===== src/rtl/cam_core_if.sv =====
// CAM request/response bundle: read, write and search requests in, registered results out.
// Latency: none inside the interface; it only groups the signals.
// Backpressure: none; the responder accepts a request of each kind every cycle.
interface cam_core_if #(
  parameter int DATA_WIDTH  = 32,
  parameter int INDEX_WIDTH = 5
);
  logic                   read_enable_i;
  logic [INDEX_WIDTH-1:0] read_index_i;
  logic                   write_enable_i;
  logic [INDEX_WIDTH-1:0] write_index_i;
  logic [DATA_WIDTH-1:0]  write_data_i;
  logic                   search_enable_i;
  logic [DATA_WIDTH-1:0]  search_data_i;
  logic                   read_valid_o;
  logic [DATA_WIDTH-1:0]  read_value_o;
  logic                   search_valid_o;
  logic [INDEX_WIDTH-1:0] search_index_o;

  // Requester side (bench / upstream logic)
  modport master (
    output read_enable_i, read_index_i,
    output write_enable_i, write_index_i, write_data_i,
    output search_enable_i, search_data_i,
    input  read_valid_o, read_value_o, search_valid_o, search_index_o
  );

  // Responder side (the CAM itself)
  modport slave (
    input  read_enable_i, read_index_i,
    input  write_enable_i, write_index_i, write_data_i,
    input  search_enable_i, search_data_i,
    output read_valid_o, read_value_o, search_valid_o, search_index_o
  );
endinterface


===== src/rtl/cam_core.sv =====
// CAM with indexed write, indexed read and parallel lowest-index search (macro CAM_WRITE_BYPASS_EN forwards same-cycle writes).
// Latency: read and search results registered, 1 cycle after the request edge; writes visible from the next edge.
// Backpressure: none; one read, one write and one search accepted every cycle.
module cam_core #(
  parameter int DATA_WIDTH  = 32,
  parameter int DEPTH       = 32,
  parameter int INDEX_WIDTH = 5
) (
  input  logic      clk_i,
  input  logic      rst_i,
  cam_core_if.slave bus
);

  logic [DATA_WIDTH-1:0]  r_data [DEPTH];
  logic [DEPTH-1:0]       r_valid;

  logic                   r_read_valid;
  logic [DATA_WIDTH-1:0]  r_read_value;
  logic                   r_search_valid;
  logic [INDEX_WIDTH-1:0] r_search_index;

  logic                   w_wr_ok;
  logic                   w_rd_ok;
  logic                   w_rd_valid;
  logic [DATA_WIDTH-1:0]  w_rd_data;
  logic [DEPTH-1:0]       w_hit;
  logic [INDEX_WIDTH-1:0] w_hit_idx;

  // Indices beyond DEPTH (only possible when DEPTH < 2**INDEX_WIDTH) are ignored
  assign w_wr_ok = bus.write_enable_i && (int'(bus.write_index_i) < DEPTH);
  assign w_rd_ok = int'(bus.read_index_i) < DEPTH;

  // Read lookup; with bypass a same-cycle write to the same entry is forwarded
  always_comb begin
    w_rd_valid = w_rd_ok && r_valid[bus.read_index_i];
    w_rd_data  = r_data[bus.read_index_i];
`ifdef CAM_WRITE_BYPASS_EN
    if (w_rd_ok && w_wr_ok && (bus.read_index_i == bus.write_index_i)) begin
      w_rd_valid = 1'b1;
      w_rd_data  = bus.write_data_i;
    end
`endif
  end

  // Parallel compare of the key against every valid entry
  always_comb begin
    for (int i = 0; i < DEPTH; i++) begin
      w_hit[i] = r_valid[i] && (r_data[i] == bus.search_data_i);
`ifdef CAM_WRITE_BYPASS_EN
      // The entry being written is seen with its new contents, old value no longer matches
      if (w_wr_ok && (bus.write_index_i == INDEX_WIDTH'(i)))
        w_hit[i] = (bus.write_data_i == bus.search_data_i);
`endif
    end
  end

  // Priority encoder: lowest matching index wins
  always_comb begin
    w_hit_idx = '0;
    for (int i = DEPTH - 1; i >= 0; i--) begin
      if (w_hit[i]) w_hit_idx = INDEX_WIDTH'(i);
    end
  end

  // Entry storage; not reset because invalid entries are never observable
  always_ff @(posedge clk_i) begin
    if (!rst_i && w_wr_ok) r_data[bus.write_index_i] <= bus.write_data_i;
  end

  // Valid bits and registered results; reset drops any request in the same cycle
  always_ff @(posedge clk_i) begin
    if (rst_i) begin
      r_valid        <= '0;
      r_read_valid   <= 1'b0;
      r_read_value   <= '0;
      r_search_valid <= 1'b0;
      r_search_index <= '0;
    end else begin
      if (w_wr_ok) r_valid[bus.write_index_i] <= 1'b1;
      r_read_valid   <= bus.read_enable_i && w_rd_valid;
      r_read_value   <= (bus.read_enable_i && w_rd_valid) ? w_rd_data : '0;
      r_search_valid <= bus.search_enable_i && (|w_hit);
      r_search_index <= (bus.search_enable_i && (|w_hit)) ? w_hit_idx : '0;
    end
  end

  assign bus.read_valid_o   = r_read_valid;
  assign bus.read_value_o   = r_read_value;
  assign bus.search_valid_o = r_search_valid;
  assign bus.search_index_o = r_search_index;

endmodule


===== src/flat_wrapper.sv =====
// flat-port wrapper written by rule: the top's interface ports become plain ports
module cam_core_flat 
#(
  parameter int DATA_WIDTH  = 32,
  parameter int DEPTH       = 32,
  parameter int INDEX_WIDTH = 5
)
  (clk_i, rst_i, bus_read_enable_i, bus_read_index_i, bus_write_enable_i, bus_write_index_i, bus_write_data_i, bus_search_enable_i, bus_search_data_i, bus_read_valid_o, bus_read_value_o, bus_search_valid_o, bus_search_index_o);
  cam_core_if #(.DATA_WIDTH(DATA_WIDTH), .INDEX_WIDTH(INDEX_WIDTH)) bus_i ();
  input  logic clk_i;
  input  logic rst_i;
  input wire logic [$bits(bus_i.read_enable_i)-1:0] bus_read_enable_i;
  input wire logic [$bits(bus_i.read_index_i)-1:0] bus_read_index_i;
  input wire logic [$bits(bus_i.write_enable_i)-1:0] bus_write_enable_i;
  input wire logic [$bits(bus_i.write_index_i)-1:0] bus_write_index_i;
  input wire logic [$bits(bus_i.write_data_i)-1:0] bus_write_data_i;
  input wire logic [$bits(bus_i.search_enable_i)-1:0] bus_search_enable_i;
  input wire logic [$bits(bus_i.search_data_i)-1:0] bus_search_data_i;
  output wire logic [$bits(bus_i.read_valid_o)-1:0] bus_read_valid_o;
  output wire logic [$bits(bus_i.read_value_o)-1:0] bus_read_value_o;
  output wire logic [$bits(bus_i.search_valid_o)-1:0] bus_search_valid_o;
  output wire logic [$bits(bus_i.search_index_o)-1:0] bus_search_index_o;
  assign bus_i.read_enable_i = bus_read_enable_i;
  assign bus_i.read_index_i = bus_read_index_i;
  assign bus_i.write_enable_i = bus_write_enable_i;
  assign bus_i.write_index_i = bus_write_index_i;
  assign bus_i.write_data_i = bus_write_data_i;
  assign bus_i.search_enable_i = bus_search_enable_i;
  assign bus_i.search_data_i = bus_search_data_i;
  assign bus_read_valid_o = bus_i.read_valid_o;
  assign bus_read_value_o = bus_i.read_value_o;
  assign bus_search_valid_o = bus_i.search_valid_o;
  assign bus_search_index_o = bus_i.search_index_o;
  cam_core #(.DATA_WIDTH(DATA_WIDTH), .DEPTH(DEPTH), .INDEX_WIDTH(INDEX_WIDTH)) u_core (.clk_i(clk_i), .rst_i(rst_i), .bus(bus_i));
endmodule

===== config.mk =====
export PLATFORM = sky130hd
export DESIGN_NAME = cam_core_flat
export DESIGN_NICKNAME = d
export VERILOG_FILES = /design/src/rtl/cam_core_if.sv /design/src/rtl/cam_core.sv /design/src/flat_wrapper.sv
export SDC_FILE = /design/constraint.sdc
export NUM_CORES = 2
export LEC_CHECK = 0
export CORE_UTILIZATION = 50
export DETAILED_ROUTE_END_ITERATION = 10
export PLACE_DENSITY = 0.76
export SETUP_SLACK_MARGIN = 0.02
export SKIP_CTS_REPAIR_TIMING = 1
export SLEW_MARGIN = 5
export SYNTH_ARGS = -nofsm -noshare
export SYNTH_HDL_FRONTEND = slang
export SYNTH_SLANG_ARGS = --single-unit

===== constraint.sdc =====
create_clock -name clk_i -period 5.25 [get_ports clk_i]
set_input_delay 1.05 -clock clk_i [delete_from_list [all_inputs] [get_ports clk_i]]
set_output_delay 1.05 -clock clk_i [all_outputs]
set_load 0.05 [all_outputs]

# After elaboration in Yosys (flattened, before gate mapping)
# Memory sizes are Yosys's and may differ from the RTL's. A register that Yosys moved wholly into a read port is not among the register bits.
# Index checks and enable logic that the tools add are counted.
[word_totals]
ff_bits = 39
mem_bits_rw = 1024
in_bits = 79
out_inout_bits = 39
elab_cells = 128
mem_count = 1
[classes]
magnitude_cmp = 3
n_eq_ne = 32
mux = 37
bitwise = 3
reduce_logical = 44
[memory_table]
columns = ["name", "depth", "word_bits", "read_ports", "rd_ports_with_merged_regs", "wr", "line", "rtl"]
rows = [
  ["u_core.r_data", 32, 32, 33, 1, 1, "cam_core.sv:14", "logic [DATA_WIDTH-1:0] r_data [DEPTH];"],
]
[ops]
columns = ["op", "n"]
rows = [
  ["32-bit equality test", 32],
  ["5-bit 2-to-1 mux", 16],
  ["1-bit logical AND", 36],
  ["4-bit 2-to-1 mux", 8],
  ["32-bit OR", 1],
  ["32-bit OR reduction", 1],
  ["18-bit OR reduction", 1],
  ["5-bit by 6-bit < comparator with 1-bit output (second input constant)", 2],
  ["3-bit 2-to-1 mux", 4],
  ["10-bit OR reduction", 1],
  ["6-bit OR reduction", 1],
  ["1-bit binary-select mux with 5-bit select", 1],
  ["1-bit demux with 5-bit select", 1],
  ["5-bit by 1-bit greater-or-equal comparator with 1-bit output (second input constant)", 1],
  ["1-bit 2-to-1 mux", 5],
  ["2-bit 2-to-1 mux", 2],
  ["4-bit OR reduction", 1],
  ["3-bit OR reduction", 1],
  ["1-bit inverter", 2],
  ["2-bit OR reduction", 1],
  ["1-bit zero test", 1],
]

# Logic depth before layout (Yosys ltp)
# An unclocked memory read counts as a cell.
[depth]
word_depth = 34
mapped_depth = 17
ltp_nobuf = 13

# Worst setup path before layout
# No wires, ideal clock.
[synth_path]
path_type = "input to register"
startpoint = "input rst_i"
endpoint = "memory u_core.r_data[28][0] (enable)"
setup_ns = 0.421
t_arrival_ns = 3.431
required_ns = 4.829
path_slack_ns = 1.398
stages = 6
path_buffers = 3
path_cell_list = "clkbuf_1 > nand2b_1 > or3_1 > clkbuf_1 > clkbuf_1 > nor2_1"
[synth_between]
elab_chain_len = 4
[synth_lines]
columns = ["element", "line", "rtl"]
rows = [
  ["from (decl)", "flat_wrapper.sv:11", "input logic rst_i;"],
  ["1-bit zero test", "cam_core.sv:67", "if (!rst_i && w_wr_ok) r_data[bus.write_index_i] <= bus.write_data_i;"],
  ["1-bit logical AND", "cam_core.sv:67", ""],
  ["1-bit 2-to-1 mux", "cam_core.sv:67", ""],
  ["1-bit 2-to-1 mux (implied by the code)", "cam_core.sv:67", ""],
  ["to (decl)", "cam_core.sv:14", ""],
]
# Every way passes these cells.

# Worst setup path in the final report
[layout_path]
startpoint = "input bus_search_data_i[4]"
endpoint = "register u_core.r_search_index[3] (netlist: u_core.bus.search_index_o[3])"
[layout_between]
elab_chain_len = 26
elab_cells_between_ends = 92
cone_classes = "eq/ne (32); mux (24); bitwise (1); reduce/logical (35)"
[layout_lines]
columns = ["element", "line", "rtl"]
rows = [
  ["from (decl)", "flat_wrapper.sv:18", "input wire logic [$bits(bus_i.search_data_i)-1:0] bus_search_data_i;"],
  ["32-bit equality test", "cam_core.sv:48", "w_hit[i] = r_valid[i] && (r_data[i] == bus.search_data_i);"],
  ["1-bit logical AND", "cam_core.sv:48", ""],
  ["5-bit 2-to-1 mux (16 in series)", "cam_core.sv:61", "if (w_hit[i]) w_hit_idx = INDEX_WIDTH'(i);"],
  ["4-bit 2-to-1 mux (8 in series)", "cam_core.sv:61", ""],
  ["to (signal assigned)", "cam_core.sv:83", "r_search_index <= (bus.search_enable_i && (|w_hit)) ? w_hit_idx : '0;"],
  ["to (decl)", "cam_core.sv:20", "logic [INDEX_WIDTH-1:0] r_search_index;"],
]
# Parallel ways exist; a longest one is shown, timed or not.
# A chain may end at the register's enable or synchronous reset.

==> out/qor_table.md <==
| Parameter | This run | Unit |
| --- | --- | --- |
| Max Transition Viols Final | 0 | - |
| Worst clock skew on the final layout | 0.0196 | ns |
| Normalized max-slew margin | 0.206 | - |
| Detailed-router iteration count before antenna repair | 9 | - |
| Unrepaired setup endpoints after global routing | no | - |
| Total I/O pin count | 118 | - |
| Number of buffers inserted by port buffering | 117 | - |
| Wire length of the first global-routing pass | 270 | mm |
| Clock tree root driver cell | sky130_fd_sc_hd__clkbuf_16 | - |
| Critical path buffer and inverter count | 2 | - |
| Post-DP HPWL | 145 | mm |
| Kind of cell adding the most delay to the critical path | simple AND/OR/NAND/NOR gates | - |
| Number of failing setup endpoints in the final timing report | 0 | - |
| Core Footprint | 105000 | um2 |
| Area contributors post-synth | sky130_fd_sc_hd__edfxtp_1 (58%), sky130_fd_sc_hd__xnor2_1 (14%), sky130_fd_sc_hd__mux4_2 (14%) | - |
| Leading cell type in the layout, fill and taps excluded | sky130_fd_sc_hd__edfxtp_1 | - |
| Maximum number of pins on one net before global-route repair | 65 | - |
| Most frequent cells in the layout | sky130_fd_sc_hd__edfxtp_1 (1024), sky130_fd_sc_hd__xnor2_1 (849), sky130_fd_sc_hd__mux4_2 (330) | - |
| Result of the run | complete, but fails checks | - |
| Slew of the pin with the lowest slew margin | 1.19 | ns |
| PwrDens | 331 | nW/um2 |
| Number of nets still failing antenna checks after routing | 0 | - |
| Async SR Flop Fraction | 0 | - |
| Most used flip-flop cell after synthesis | sky130_fd_sc_hd__edfxtp_1 | - |
| Via count | 33900 | - |
| Max-cap viol count | 0 | - |
| Delay of the slowest cell on the worst path | 0.71 | ns |
| Buffers from clock root to sink, at most | 3 | - |
| Area share of and/or/nand/nor cells after synthesis | 0.0521 | - |
| Number of flops mapped to enable cells by yosys | 1024 | - |
| Count of endpoints failing hold in the final timing report | 0 | - |
| Library cell with the largest summed area after synthesis | sky130_fd_sc_hd__edfxtp_1 | - |
| Proportion of layout cells with a drive suffix above 1 | 0.217 | - |
| Initial antenna violation count | 22 | - |
| Netlist cell types | 47 | - |
| Net count of the mapped netlist | 3353 | - |
| Adder-cell share of the synthesized area | 0 | - |
| Nets | 3512 | - |
| Initial Utilization | 0.506 | - |
| Detailed router's first-iteration violation count | 6238 | - |
| Sequential share of the synthesized area | 0.604 | - |
| Largest family of logic cells by synthesized area | XOR/XNOR gates | - |
| Part of the cycle the worst path needs | 0.772 | - |
| Post-route minimum period | 4.05 | ns |
| TritonCTS clock tree | built | - |
| Cell-by-cell listing of the critical path | buf_2 -> buf_4 -> xor2_1 -> nor4_1 -> nand4_1 -> nor4_1 -> nand2b_1 -> nor4_1 -> nand3_1 -> nand2b_1 -> and3_1 -> and3_1 | - |
| Setup total negative slack | 0 | ns |
| Clock sink total | 1095 | - |
| Mean cell area of the mapped netlist | 16.3 | um2 |
| Clk_lat worst skew | 0.73 | ns |
| Die area | 108000 | um2 |
| Via count of the first global-routing pass | 32200 | - |
| Violated checks | design-rule violations | - |
| Synth Register Bits | 1095 | - |
| Min setup slack post-route | 1.20 | ns |
| Number of levels in the clock H-tree | 3 | - |
| Vias per std cell | 6.87 | - |
| Post-Synthesis Cells | 3274 | - |
| Peak ir drop on the vdd network | 0.000266 | V |
| Data required time at the worst endpoint | 5.91 | ns |
| Residual overflow from global routing | 0 | - |
| Data arrival time of the worst path | 4.71 | ns |
| Final WL | 200 | mm |
| Chip Height | 328 | um |
| Overall die width | 328 | um |
| Minimum setup slack after placement | 0.624 | ns |
| Library cell appearing most often on the critical path | sky130_fd_sc_hd__nor4_1 | - |
| Clock transition at the registers of the reported paths | 0.06 | ns |
| Drt drc | 57 | - |
| Top fanout value on the critical path | 16 | - |
| Post-detailed-route wirelength per cell | 40.7 | um |
| Static Leak | 0.0183 | uW |
| Kind of critical path | input port to flip-flop | - |
| Slowest cell on crit path | sky130_fd_sc_hd__nor4_1 | - |
| Worst hold path type | flip-flop to flip-flop | - |
| Post-route core utilization | 0.571 | - |
| Endpoint type of the worst setup path | flip-flop | - |
| Number of warnings reported in the yosys synthesis log | 0 | - |
| Highest attainable clock frequency | 0.247 | GHz |
| Summed instance area of the synthesized netlist | 53300 | um2 |
| Signed area change from the synthesized netlist to the final layout | 13.0 | % |
| Critical path startpoint category | input port | - |
| Site row count | 119 | - |
| Share of synthesized area spent on multiplexers | 0.146 | - |
| Xor and xnor fraction of the mapped netlist area | 0.169 | - |
| RePlAce Congestion | 1.05 | - |
| Tot GR Track Use | 0.372 | - |
| Fraction of the mapped netlist area in compound gates | 0.00683 | - |
| Yosys top cell area share | 0.577 | - |
| Clock buffer count from CTS | 113 | - |
[final cells by class]
cell class	count	area [um2]
fillers	8176	45200
flip-flops and latches	1095	32200
multi-input cells	1919	20100
clock buffers	135	3080
repair buffers	266	2250
well taps	1391	1740
clock inverters	78	711
inverters	38	143
diodes	3	7.51
[tightest hold or removal path: stages (launching register included)]
cell and delay, ns:
sky130_fd_sc_hd__dfxtp_1 0.34, sky130_fd_sc_hd__inv_1 0.06, sky130_fd_sc_hd__o22ai_1 0.07
[per-stage QoR]
stage / instances / hold WS [ns] / power, uW / instance area [um2]
floorplan: 3274 / 0.462 / 10800 / 53300
global placement: 4709 / 0.489 / 11700 / 56400
detailed placement: 4709 / 0.499 / 11700 / 56400
CTS: 4922 / 0.509 / 19800 / 60200
global route: 4922 / 0.537 / 20200 / 60200
finish: 4925 / 0.513 / 19900 / 60200
[report_power, final]
group	leakage, uW	switching (uW)	internal, uW
logic	0.00668	1320	679
clock network	0.00186	3600	4670
registers	0.00978	42.6	9600
[path summary, 6_finish.rpt]
check / start / to / slack [ns] / cells after the start
hold reg to reg: u_core.r_valid[30]$_SDFFE_PP0P_ / u_core.r_valid[30]$_SDFFE_PP0P_ / 0.51 / 2
setup / recovery: bus_search_data_i[4] / u_core.bus.search_index_o[3]$_SDFF_PP0_ / 1.20 / 12
hold / removal: u_core.r_valid[30]$_SDFFE_PP0P_ / u_core.r_valid[30]$_SDFFE_PP0P_ / 0.51 / 2
setup reg to reg: u_core.r_data[28][2]$_DFFE_PP_ / u_core.bus.search_index_o[1]$_SDFF_PP0_ / 1.64 / 11
[cell usage after synthesis (3+ instances only)]
cell type and number:
sky130_fd_sc_hd__mux2i_1 32, sky130_fd_sc_hd__nor4_1 73, sky130_fd_sc_hd__xnor2_1 849, sky130_fd_sc_hd__nand2b_1 3, sky130_fd_sc_hd__edfxtp_1 1024, sky130_fd_sc_hd__o22ai_1 32
sky130_fd_sc_hd__xor2_1 173, sky130_fd_sc_hd__buf_2 95, sky130_fd_sc_hd__inv_1 37, sky130_fd_sc_hd__mux4_2 330, sky130_fd_sc_hd__buf_1 27, sky130_fd_sc_hd__or4_1 23
sky130_fd_sc_hd__o21ai_0 4, sky130_fd_sc_hd__a21oi_1 4, sky130_fd_sc_hd__nor3b_1 4, sky130_fd_sc_hd__nand2_1 16, sky130_fd_sc_hd__clkbuf_1 70, sky130_fd_sc_hd__nand3_1 37
sky130_fd_sc_hd__dfxtp_1 71, sky130_fd_sc_hd__or4_4 3, sky130_fd_sc_hd__buf_4 22, sky130_fd_sc_hd__nor3_1 10, sky130_fd_sc_hd__nand3b_1 6, sky130_fd_sc_hd__and3_1 3
sky130_fd_sc_hd__nor2_1 73, sky130_fd_sc_hd__nand4_1 217, sky130_fd_sc_hd__buf_6 8
[per-layer routing]
metal / track usage / part of all wire / vias up
li1: - / - / 12900
met3: 0.111 / 0.15 / 443
met2: 0.544 / 0.44 / 3036
met4: 0.167 / 0.053 / 18
met5: 0 / 0.00074 / -
met1: 0.515 / 0.36 / 17400
[logic make-up after synthesis]
kind of cell | count (synthesis)
XOR/XNOR | 1024
multiplexers | 363
buffers and inverters | 260
AND/OR/NAND/NOR | 477
flip-flops | 1095
AO/OA/AOI/OAI | 55
[flip-flops by register name (all words and copies together) (netlist names)]
name                       cells
u_core.r_valid                32
u_core.bus.search_index_o      5
u_core.bus.read_valid_o        1
u_core.bus.search_valid_o      1
u_core.r_data               1024
u_core.bus.read_value_o       32
Power figures use the tool's default switching activity.
